## src/rtl/uart_tx_fifo.sv

```systemverilog
// Byte FIFO that feeds a UART transmitter through its START/BUSY handshake.
// The controller pushes at clk rate, and the FSM drains one byte per UART frame.
module uart_tx_fifo #(
  parameter int unsigned DEPTH_LOG2    = 4,
  parameter int unsigned WIDTH         = 8,
  parameter int unsigned BUSY_WAIT_MAX = 8
) (
  input  logic                  clk,
  input  logic                  reset_n,
  input  logic                  wr_en,
  input  logic [WIDTH-1:0]      wr_data,
  output logic                  full,
  output logic                  empty,
  output logic [DEPTH_LOG2:0]   count,
  output logic                  overflow,
  output logic                  busy_timeout,
  input  logic                  clr_flags,
  input  logic                  tx_busy,
  output logic                  tx_start,
  output logic [WIDTH-1:0]      tx_data
);

  localparam int unsigned DEPTH = 1 << DEPTH_LOG2;
  localparam int unsigned PW    = DEPTH_LOG2;
  localparam int unsigned CW    = DEPTH_LOG2 + 1;
  localparam int unsigned TW    = $clog2(BUSY_WAIT_MAX + 1);

  typedef enum logic [1:0] {
    IDLE    = 2'd0,
    STROBE  = 2'd1,
    WAIT_HI = 2'd2,
    WAIT_LO = 2'd3
  } state_t;

  state_t           state_q;
  state_t           state_d;

  logic [WIDTH-1:0] mem [DEPTH];
  logic [PW-1:0]    wr_ptr;
  logic [PW-1:0]    rd_ptr;
  logic [TW-1:0]    wait_cnt_q;
  logic [TW-1:0]    wait_cnt_d;
  logic [TW-1:0]    wait_inc;
  logic             wait_hit;

  logic             do_push;
  logic             do_pop;
  logic             ovf_evt;
  logic             to_evt;
  logic             tx_start_d;
  logic [CW-1:0]    count_d;

  // A push is judged against the registered full flag, so a pop at the same edge cannot make room.
  assign do_push  = wr_en & ~full;
  assign ovf_evt  = wr_en & full;
  assign wait_inc = wait_cnt_q + TW'(1);
  assign wait_hit = (wait_inc == TW'(BUSY_WAIT_MAX));

  // State and registered outputs
  always_ff @(posedge clk) begin
    if (!reset_n) begin
      state_q      <= IDLE;
      wait_cnt_q   <= '0;
      tx_start     <= 1'b0;
      tx_data      <= '0;
      wr_ptr       <= '0;
      rd_ptr       <= '0;
      count        <= '0;
      full         <= 1'b0;
      empty        <= 1'b1;
      overflow     <= 1'b0;
      busy_timeout <= 1'b0;
    end else begin
      state_q      <= state_d;
      wait_cnt_q   <= wait_cnt_d;
      tx_start     <= tx_start_d;
      count        <= count_d;
      full         <= (count_d == CW'(DEPTH));
      empty        <= (count_d == CW'(0));
      overflow     <= ovf_evt | (overflow & ~clr_flags);
      busy_timeout <= to_evt  | (busy_timeout & ~clr_flags);
      if (do_push) begin
        wr_ptr <= wr_ptr + PW'(1);
      end
      if (do_pop) begin
        tx_data <= mem[rd_ptr];
        rd_ptr  <= rd_ptr + PW'(1);
      end
    end
  end

  // Storage array, contents are don't-care until written
  always_ff @(posedge clk) begin
    if (do_push) begin
      mem[wr_ptr] <= wr_data;
    end
  end

  // Next-state logic
  always_comb begin
    state_d = state_q;
    case (state_q)
      IDLE: begin
        if (!empty && !tx_busy) begin
          state_d = STROBE;
        end
      end
      STROBE: begin
        state_d = WAIT_HI;
      end
      WAIT_HI: begin
        if (tx_busy) begin
          state_d = WAIT_LO;
        end else if (wait_hit) begin
          state_d = IDLE;
        end
      end
      WAIT_LO: begin
        if (!tx_busy) begin
          state_d = IDLE;
        end
      end
      default: begin
        state_d = IDLE;
      end
    endcase
  end

  // Output and datapath control
  always_comb begin
    do_pop     = 1'b0;
    tx_start_d = 1'b0;
    to_evt     = 1'b0;
    wait_cnt_d = wait_cnt_q;
    case (state_q)
      IDLE: begin
        do_pop     = (state_d == STROBE);
        tx_start_d = (state_d == STROBE);
      end
      STROBE: begin
        wait_cnt_d = '0;
      end
      WAIT_HI: begin
        if (!tx_busy) begin
          wait_cnt_d = wait_inc;
          to_evt     = wait_hit;
        end
      end
      default: begin
        wait_cnt_d = wait_cnt_q;
      end
    endcase
    count_d = count + CW'(do_push) - CW'(do_pop);
  end

endmodule

```

## config.mk

```make
export PLATFORM = sky130hd
export DESIGN_NAME = uart_tx_fifo
export DESIGN_NICKNAME = d
export VERILOG_FILES = /design/src/rtl/uart_tx_fifo.sv
export SDC_FILE = /design/constraint.sdc
export NUM_CORES = 1
export LEC_CHECK = 0
export BUFFER_PORTS_ARGS = -buffer_cell sky130_fd_sc_hd__buf_2
export CORE_MARGIN = 4
export CORE_UTILIZATION = 45
export CTS_CLUSTER_SIZE = 25
export DETAILED_ROUTE_END_ITERATION = 8
export SYNTH_ARGS = -nofsm -noshare
export SYNTH_HDL_FRONTEND = slang
export SYNTH_SLANG_ARGS = --single-unit
```

## constraint.sdc

```tcl
create_clock -name clk -period 4.1 [get_ports clk]
set_input_delay 0.205 -clock clk [delete_from_list [all_inputs] [get_ports clk]]
set_output_delay 0.205 -clock clk [all_outputs]
set_load 0.05 [all_outputs]
```

==> metrics.yaml, run 1 <==
outcome:
  status: "complete, no violations"
timing:
  rsz0062_at_grt: "no"
  fin_skew_ps: 5.66
  final_max_slew_viol_count: 0
  fin_setup_tns_ps: 0
  setup_violations: 0
  hold_violations: 0
  hold_ws_ps: 56.8
  layout_min_cycle_time_ps: 2950
  max_freq_ghz: 0.339
  finalCritPeriodShare_pct: 72.0
  slew_headroom_pct: 33.6
  tightestPinTransition_ps: 995
pwr:
  irDropWorstVdd_uv: 302
  p_leak_nw: 2.38
  pwr_density_cell_mw_per_mm2: 582
final_layout:
  stdcell_count: 598
  antenna_cells: 0
  drive_gt1_share_pct: 24.6
  area_delta_synth_final_pct: 13.4
  fill_cells: 1153
  fin_nets: 430
routing:
  drt_iter0_drc: 173
  drt-vias-per-instance: 5.52
  num_vias: 3300
  wire_per_inst_um: 20.9
  first_pass_iters: 4
  routed_wl_um: 12500
  drc_errors: 0
  ant_nets: 0
clocking:
  cts_root_buf: "clkbuf_16"
  clkLatencyLatePin_ps: 420
  ctsHoldBuffers: 0
  cts_tree: "done"
  clk_pin_slew_ps: 60
  cts.htree.levels: 4
  clk_path_buf_depth: 2
  cts_made_buffers: 17
  cts_resized: 0
  post_cts.repair.setup_buffers: 0
  cts_sinks: 160
logic_synthesis:
  synth_warnings: 0
  ys_types: 43
  syn_inst: 370
  ys_seq_elements: 160
  avgSynthCellArea_um2: 17.3
  synth_seq_area_share_pct: 69.9
  synth_nets: 395
  syn_area_mm2: 0.00642
die:
  die_w_um: 127
  chipHeight_um: 127
  start_util_pct: 46.1
  die-area_mm2: 0.0162
  core-area_mm2: 0.0139
  num_io_pins: 31
  fp-row-count: 43
critical_path:
  worstSetupEndpointType: "register"
  worstPathArrival_ps: 3270
  slowest_stage: "dfxtp_1"
  cp_cell_sequence: "nor4_4 -> buf_4 -> ha_1 -> inv_1 -> ha_1 -> inv_1 -> fa_1 -> xnor2_1 -> or3b_1 -> o41ai_1"
  critPathKind: "register to register"
  path_max_fanout: 17
  worstSetupStartpointType: "register"
  cp.required_ps: 4410
  critical-path-max-stage-delay_ps: 470
place:
  dp_cells: 566
  port_buffers: 30
  routabilityCongestion: 0.796
  hpwl_um: 7780
worst_hold_path:
  holdCritPathClass: "input port to register"
global_routing:
  overflow: 0
  grt_max_degree: 35
  track_usage_pct: 16.6
  grt_pass1_wl_um: 19800
  grt_pass1_vias: 3448
  antenna_found_initial: 0
flow_run:
  cap_violations: 0
==> state kept, by name, summed over array words and instances (netlist names) <==
| name | count |
|---|---|
| wait_cnt_q | 4 |
| rd_ptr | 4 |
| busy_timeout | 1 |
| full | 1 |
| wr_ptr | 4 |
| overflow | 1 |
| tx_data | 8 |
| count | 5 |
| state_q | 2 |
| tx_start | 1 |
| mem | 128 |
| empty | 1 |
==> critical path: cells and delay by family, from the launching register on <==
kind	cells	cell delay [ps]
xor+xnor	1	160
flops	1	470
buf+inv	3	350
fa+ha+maj	3	810
simple gates	2	710
compound gates	1	360
==> cells in the final DEF (no fill, tap or decap), types with 9 or more instances in the layout <==
cell type / Yosys / routed
mux2i_1: 17 / 17
dfxtp_1: 32 / 30
clkbuf_16: 0 / 17
ha_1: 11 / 11
edfxtp_1: 128 / 128
buf_2: 6 / 30
nor2_1: 26 / 26
a21oi_1: 10 / 10
inv_1: 9 / 9
mux4_2: 32 / 32
==> through the flow <==
stage	cell area [um2]	utilization [%]	worst slack (ps)	power [W]
floorplan	6420	-	1300	0.00259
global placement	6730	48.3	1260	0.00278
detailed placement	6730	48.3	1140	0.00280
CTS	7280	52.2	1110	0.00428
global route	7280	52.2	826	0.00444
finish	7280	52.2	1150	0.00424
==> final cells by class <==
| type | instances | area (um2) | share of cell area (%) |
|---|---|---|---|
| Tap cell | 180 | 225 | 3.09 |
| Multi-Input combinational cell | 179 | 1780 | 24.4 |
| Inverter | 10 | 37.5 | 0.516 |
| Timing Repair Buffer | 37 | 203 | 2.78 |
| Clock inverter | 15 | 126 | 1.74 |
| Clock buffer | 17 | 425 | 5.84 |
| Sequential cell | 160 | 4490 | 61.6 |
==> cells by family after synthesis <==
group / count (synthesis) / synth area share [%]
compound gates: 41 / 4.45
buf+inv: 31 / 2.46
fa+ha+maj: 12 / 2.46
simple gates: 66 / 5.34
flops: 160 / 69.9
xor+xnor: 10 / 1.36
mux: 50 / 14.1
==> per-layer routing <==
| metal | part of all wire (%) | wire [um] | up-vias | track usage [%] |
|---|---|---|---|---|
| li1 | - | - | 1510 | - |
| met1 | 42 | 5250 | 1681 | 21.1 |
| met2 | 50 | 6260 | 92 | 26.9 |
| met3 | 6.0 | 748 | 17 | 5.27 |
| met4 | 1.7 | 209 | 0 | 6.18 |
| met5 | 0 | 0 | - | 0 |
==> worst paths after layout <==
| check | startpoint | to | slack [ps] | cells after the start |
|---|---|---|---|---|
| max | state_q[1]$_SDFF_PN0_ | empty$_SDFF_PN1_ | 1150 | 10 |
| min | wr_en | overflow$_SDFF_PN0_ | 60 | 3 |
| max reg2reg | state_q[1]$_SDFF_PN0_ | empty$_SDFF_PN1_ | 1150 | 10 |
| min reg2reg | overflow$_SDFF_PN0_ | overflow$_SDFF_PN0_ | 470 | 2 |
==> power by group <==
| part | internal (W) | total (W) | switching [W] |
|---|---|---|---|
| Clock | 0.000877 | 0.00148 | 0.000601 |
| Sequential | 0.00186 | 0.00197 | 0.000115 |
| Combinational | 0.000309 | 0.000784 | 0.000475 |
==> Yosys cell counts (all sizes together) <==
cell type / n / share of area [%]
nor4: 1 / 0.33
nor3: 6 / 0.47
a2111oi: 1 / 0.23
edfxtp: 128 / 60
or3b: 1 / 0.14
inv: 9 / 0.53
nor2: 26 / 1.5
a21oi: 10 / 0.78
clkbuf: 7 / 0.41
dfxtp: 32 / 10
xnor2: 4 / 0.55
and2: 5 / 0.49
o221a: 1 / 0.18
o21a: 5 / 0.58
a2bb2oi: 1 / 0.14
o311ai: 1 / 0.14
nand4: 2 / 0.19
fa: 1 / 0.31
o41ai: 1 / 0.14
nor2b: 6 / 0.58
a221oi: 8 / 1.1
nand2: 8 / 0.47
a21o: 1 / 0.12
o21bai: 1 / 0.12
o211ai: 2 / 0.23
clkinv: 1 / 0.058
mux4: 32 / 11
buf: 14 / 1.5
or3: 1 / 0.18
xor2: 6 / 0.82
o21ai: 9 / 0.70
ha: 11 / 2.1
nand3: 2 / 0.16
nand2b: 6 / 0.58
or4: 1 / 0.12
mux2i: 17 / 2.7
nand3b: 1 / 0.12
mux2: 1 / 0.18
Power figures use the tool's default switching activity.
==> run 2, diff against run 1 <==
==> constraint.sdc (replaced) <==
create_clock -name clk -period 2.4 [get_ports clk]
set_input_delay 0.12 -clock clk [delete_from_list [all_inputs] [get_ports clk]]
set_output_delay 0.12 -clock clk [all_outputs]
set_load 0.05 [all_outputs]
==> run 2 against run 1 <==
The flow now finishes with violations (negative setup slack). Maximum frequency increased by 21%. Count of clock-buffer cells in the layout increased by 3. Die area unchanged. Critical path type unchanged. Critical endpoint unchanged. Largest cell class unchanged.
==> metrics.yaml, run 2 (synthesis gave the netlist of run 1 again) <==
critical_path:
  path_delay_family: "adder cells"
  cp.required_ps: 2720
  worstSetupStartpointType: "register"
  worstSetupEndpointType: "register"
  path_max_fanout: 2
  critical-path-max-stage-delay_ps: 530
  worstPathArrival_ps: 2760
  slowest_stage: "fa_2"
  cp_num_buf_inv: 2
  critPathKind: "register to register"
  cp_cell_sequence: "nor4_4 -> ha_4 -> inv_2 -> ha_4 -> inv_2 -> fa_2 -> or3b_4 -> o41ai_2"
routing:
  routed_wl_um: 12300
  drt_iter0_drc: 185
  drt-vias-per-instance: 5.34
  num_vias: 3335
  drc_errors: 0
  ant_nets: 0
  wire_per_inst_um: 19.8
  first_pass_iters: 6
global_routing:
  overflow: 0
  grt_max_degree: 35
  grt_pass1_wl_um: 19500
  grt_pass1_vias: 3463
  top_usage_layer: "met2"
  met1_usage_pct: 20.9
  track_usage_pct: 16.5
  antenna_found_initial: 0
  grtUsageMet2_pct: 27.0
  grtUsageMet3_pct: 4.35
pwr:
  power_w: 0.00757
  irDropWorstVdd_uv: 679
  pwr_density_cell_mw_per_mm2: 995
  p_leak_nw: 2.54
die:
  fp-row-count: 43
  die_w_um: 127
  core-area_mm2: 0.0139
  die-area_mm2: 0.0162
  start_util_pct: 46.1
  num_io_pins: 31
  chipHeight_um: 127
clocking:
  cts_made_buffers: 17
  cts_tree: "done"
  clk_pin_slew_ps: 60
  cts_sinks: 160
  cts_root_buf: "clkbuf_16"
  clk_path_buf_depth: 2
  cts.htree.levels: 4
  clkLatencyLatePin_ps: 430
timing:
  final_max_slew_viol_count: 0
  finalCritPeriodShare_pct: 102
  fin_skew_ps: 12.2
  hold_violations: 0
  slew_headroom_pct: 69.0
  layout_min_cycle_time_ps: 2440
  rsz0062_at_grt: "yes"
  tightestPinTransition_ps: 461
  hold_ws_ps: 6.75
  setup_violations: 1
  fin_ws_ps: -37.5
  fin_setup_tns_ps: -37.5
  max_freq_ghz: 0.410
place:
  port_buffers: 30
  post_dp_cell_area_mm2: 0.00695
  hpwl_um: 7580
  place_ws_ps: -64.3
  routabilityCongestion: 0.712
final_layout:
  largest_register: "mem"
  design_area_mm2: 0.00761
  final_cell_mix: "edfxtp_1 (128), mux4_2 (32), buf_2 (30), dfxtp_1 (27), buf_4 (27)"
  fin_nets: 456
  area_delta_synth_final_pct: 18.6
  drive_gt1_share_pct: 32.0
  largest_register_ffs: 128
  antenna_cells: 0
  mostFrequentLayoutCell: "edfxtp_1"
  top_regs: "mem (128), tx_data (8), count (5)"
outcome:
  status: "finished with violations"
  violations: "negative setup slack"
worst_hold_path:
  holdCritPathClass: "input port to register"
flow_run:
  cap_violations: 0
run 2: cell count changes in the layout (fill, tap and decap cells not counted), moves of 3 or more:
cell           change
clkinv_1           -5
inv_6              +3
buf_12             +3
buf_4             +20
dlygate4sd3_1      +3
clkinv_2           -4
dfxtp_1            -3
run 2: path summary, 6_finish.rpt:
| path | start | endpoint | slack, ps | cells past startpoint |
|---|---|---|---|---|
| worst min register to register | busy_timeout$_SDFF_PN0_ | busy_timeout$_SDFF_PN0_ | 480 | 2 |
| worst max-delay path | state_q[1]$_SDFF_PN0_ | empty$_SDFF_PN1_ | -40 | 8 |
| worst max register to register | state_q[1]$_SDFF_PN0_ | empty$_SDFF_PN1_ | -40 | 8 |
| worst min-delay path | reset_n | empty$_SDFF_PN1_ | 7 | 2 |
run 2: power breakdown:
group | switching (W) | internal [W]
combinational | 0.000996 | 0.000676
clock | 0.00111 | 0.00150
sequential | 0.000101 | 0.00318
run 2: repair_timing:
item / in CTS / in global routing
setup endpoints to repair: 2 / 2
hold buffers: 3 / 0
pin swaps: 6 / 4
buffers inserted: 4 / 0
hold endpoints to repair: 2 / 0
resized for setup: 3 / 1
gates cloned: 0 / 0
run 2: cell type report:
cell class              count  area (um2)
inverters                  10        37.5
clock buffers              20         457
repair buffers             63         443
multi-input cells         179        1830
well taps                 180         225
flip-flops and latches    160        4490
clock inverters            12         125
fillers                  1123        6320
run 2: worst register-to-register path, cell delays in order (launching register included):
cell and delay [ps]:
dfxtp_2 330, nor4_4 320, ha_4 250, inv_2 60, ha_4 120, inv_2 40
fa_2 530, or3b_4 400, o41ai_2 280
run 2: metrics by stage:
step                      util [%]  cells
after floorplan                  -    370
after global placement        49.9    585
after detailed placement      49.9    585
after CTS                     54.6    624
after global routing          54.6    624
final                         54.6    624
run 2: metal layers:
layer  part of all wire (%)  wire [um]  up-vias
met5                      0          0        -
li1                       -          -     1567
met3                    5.2        639       10
met2                     51       6290       65
met4                    1.2        143        0
met1                     43       5250     1693
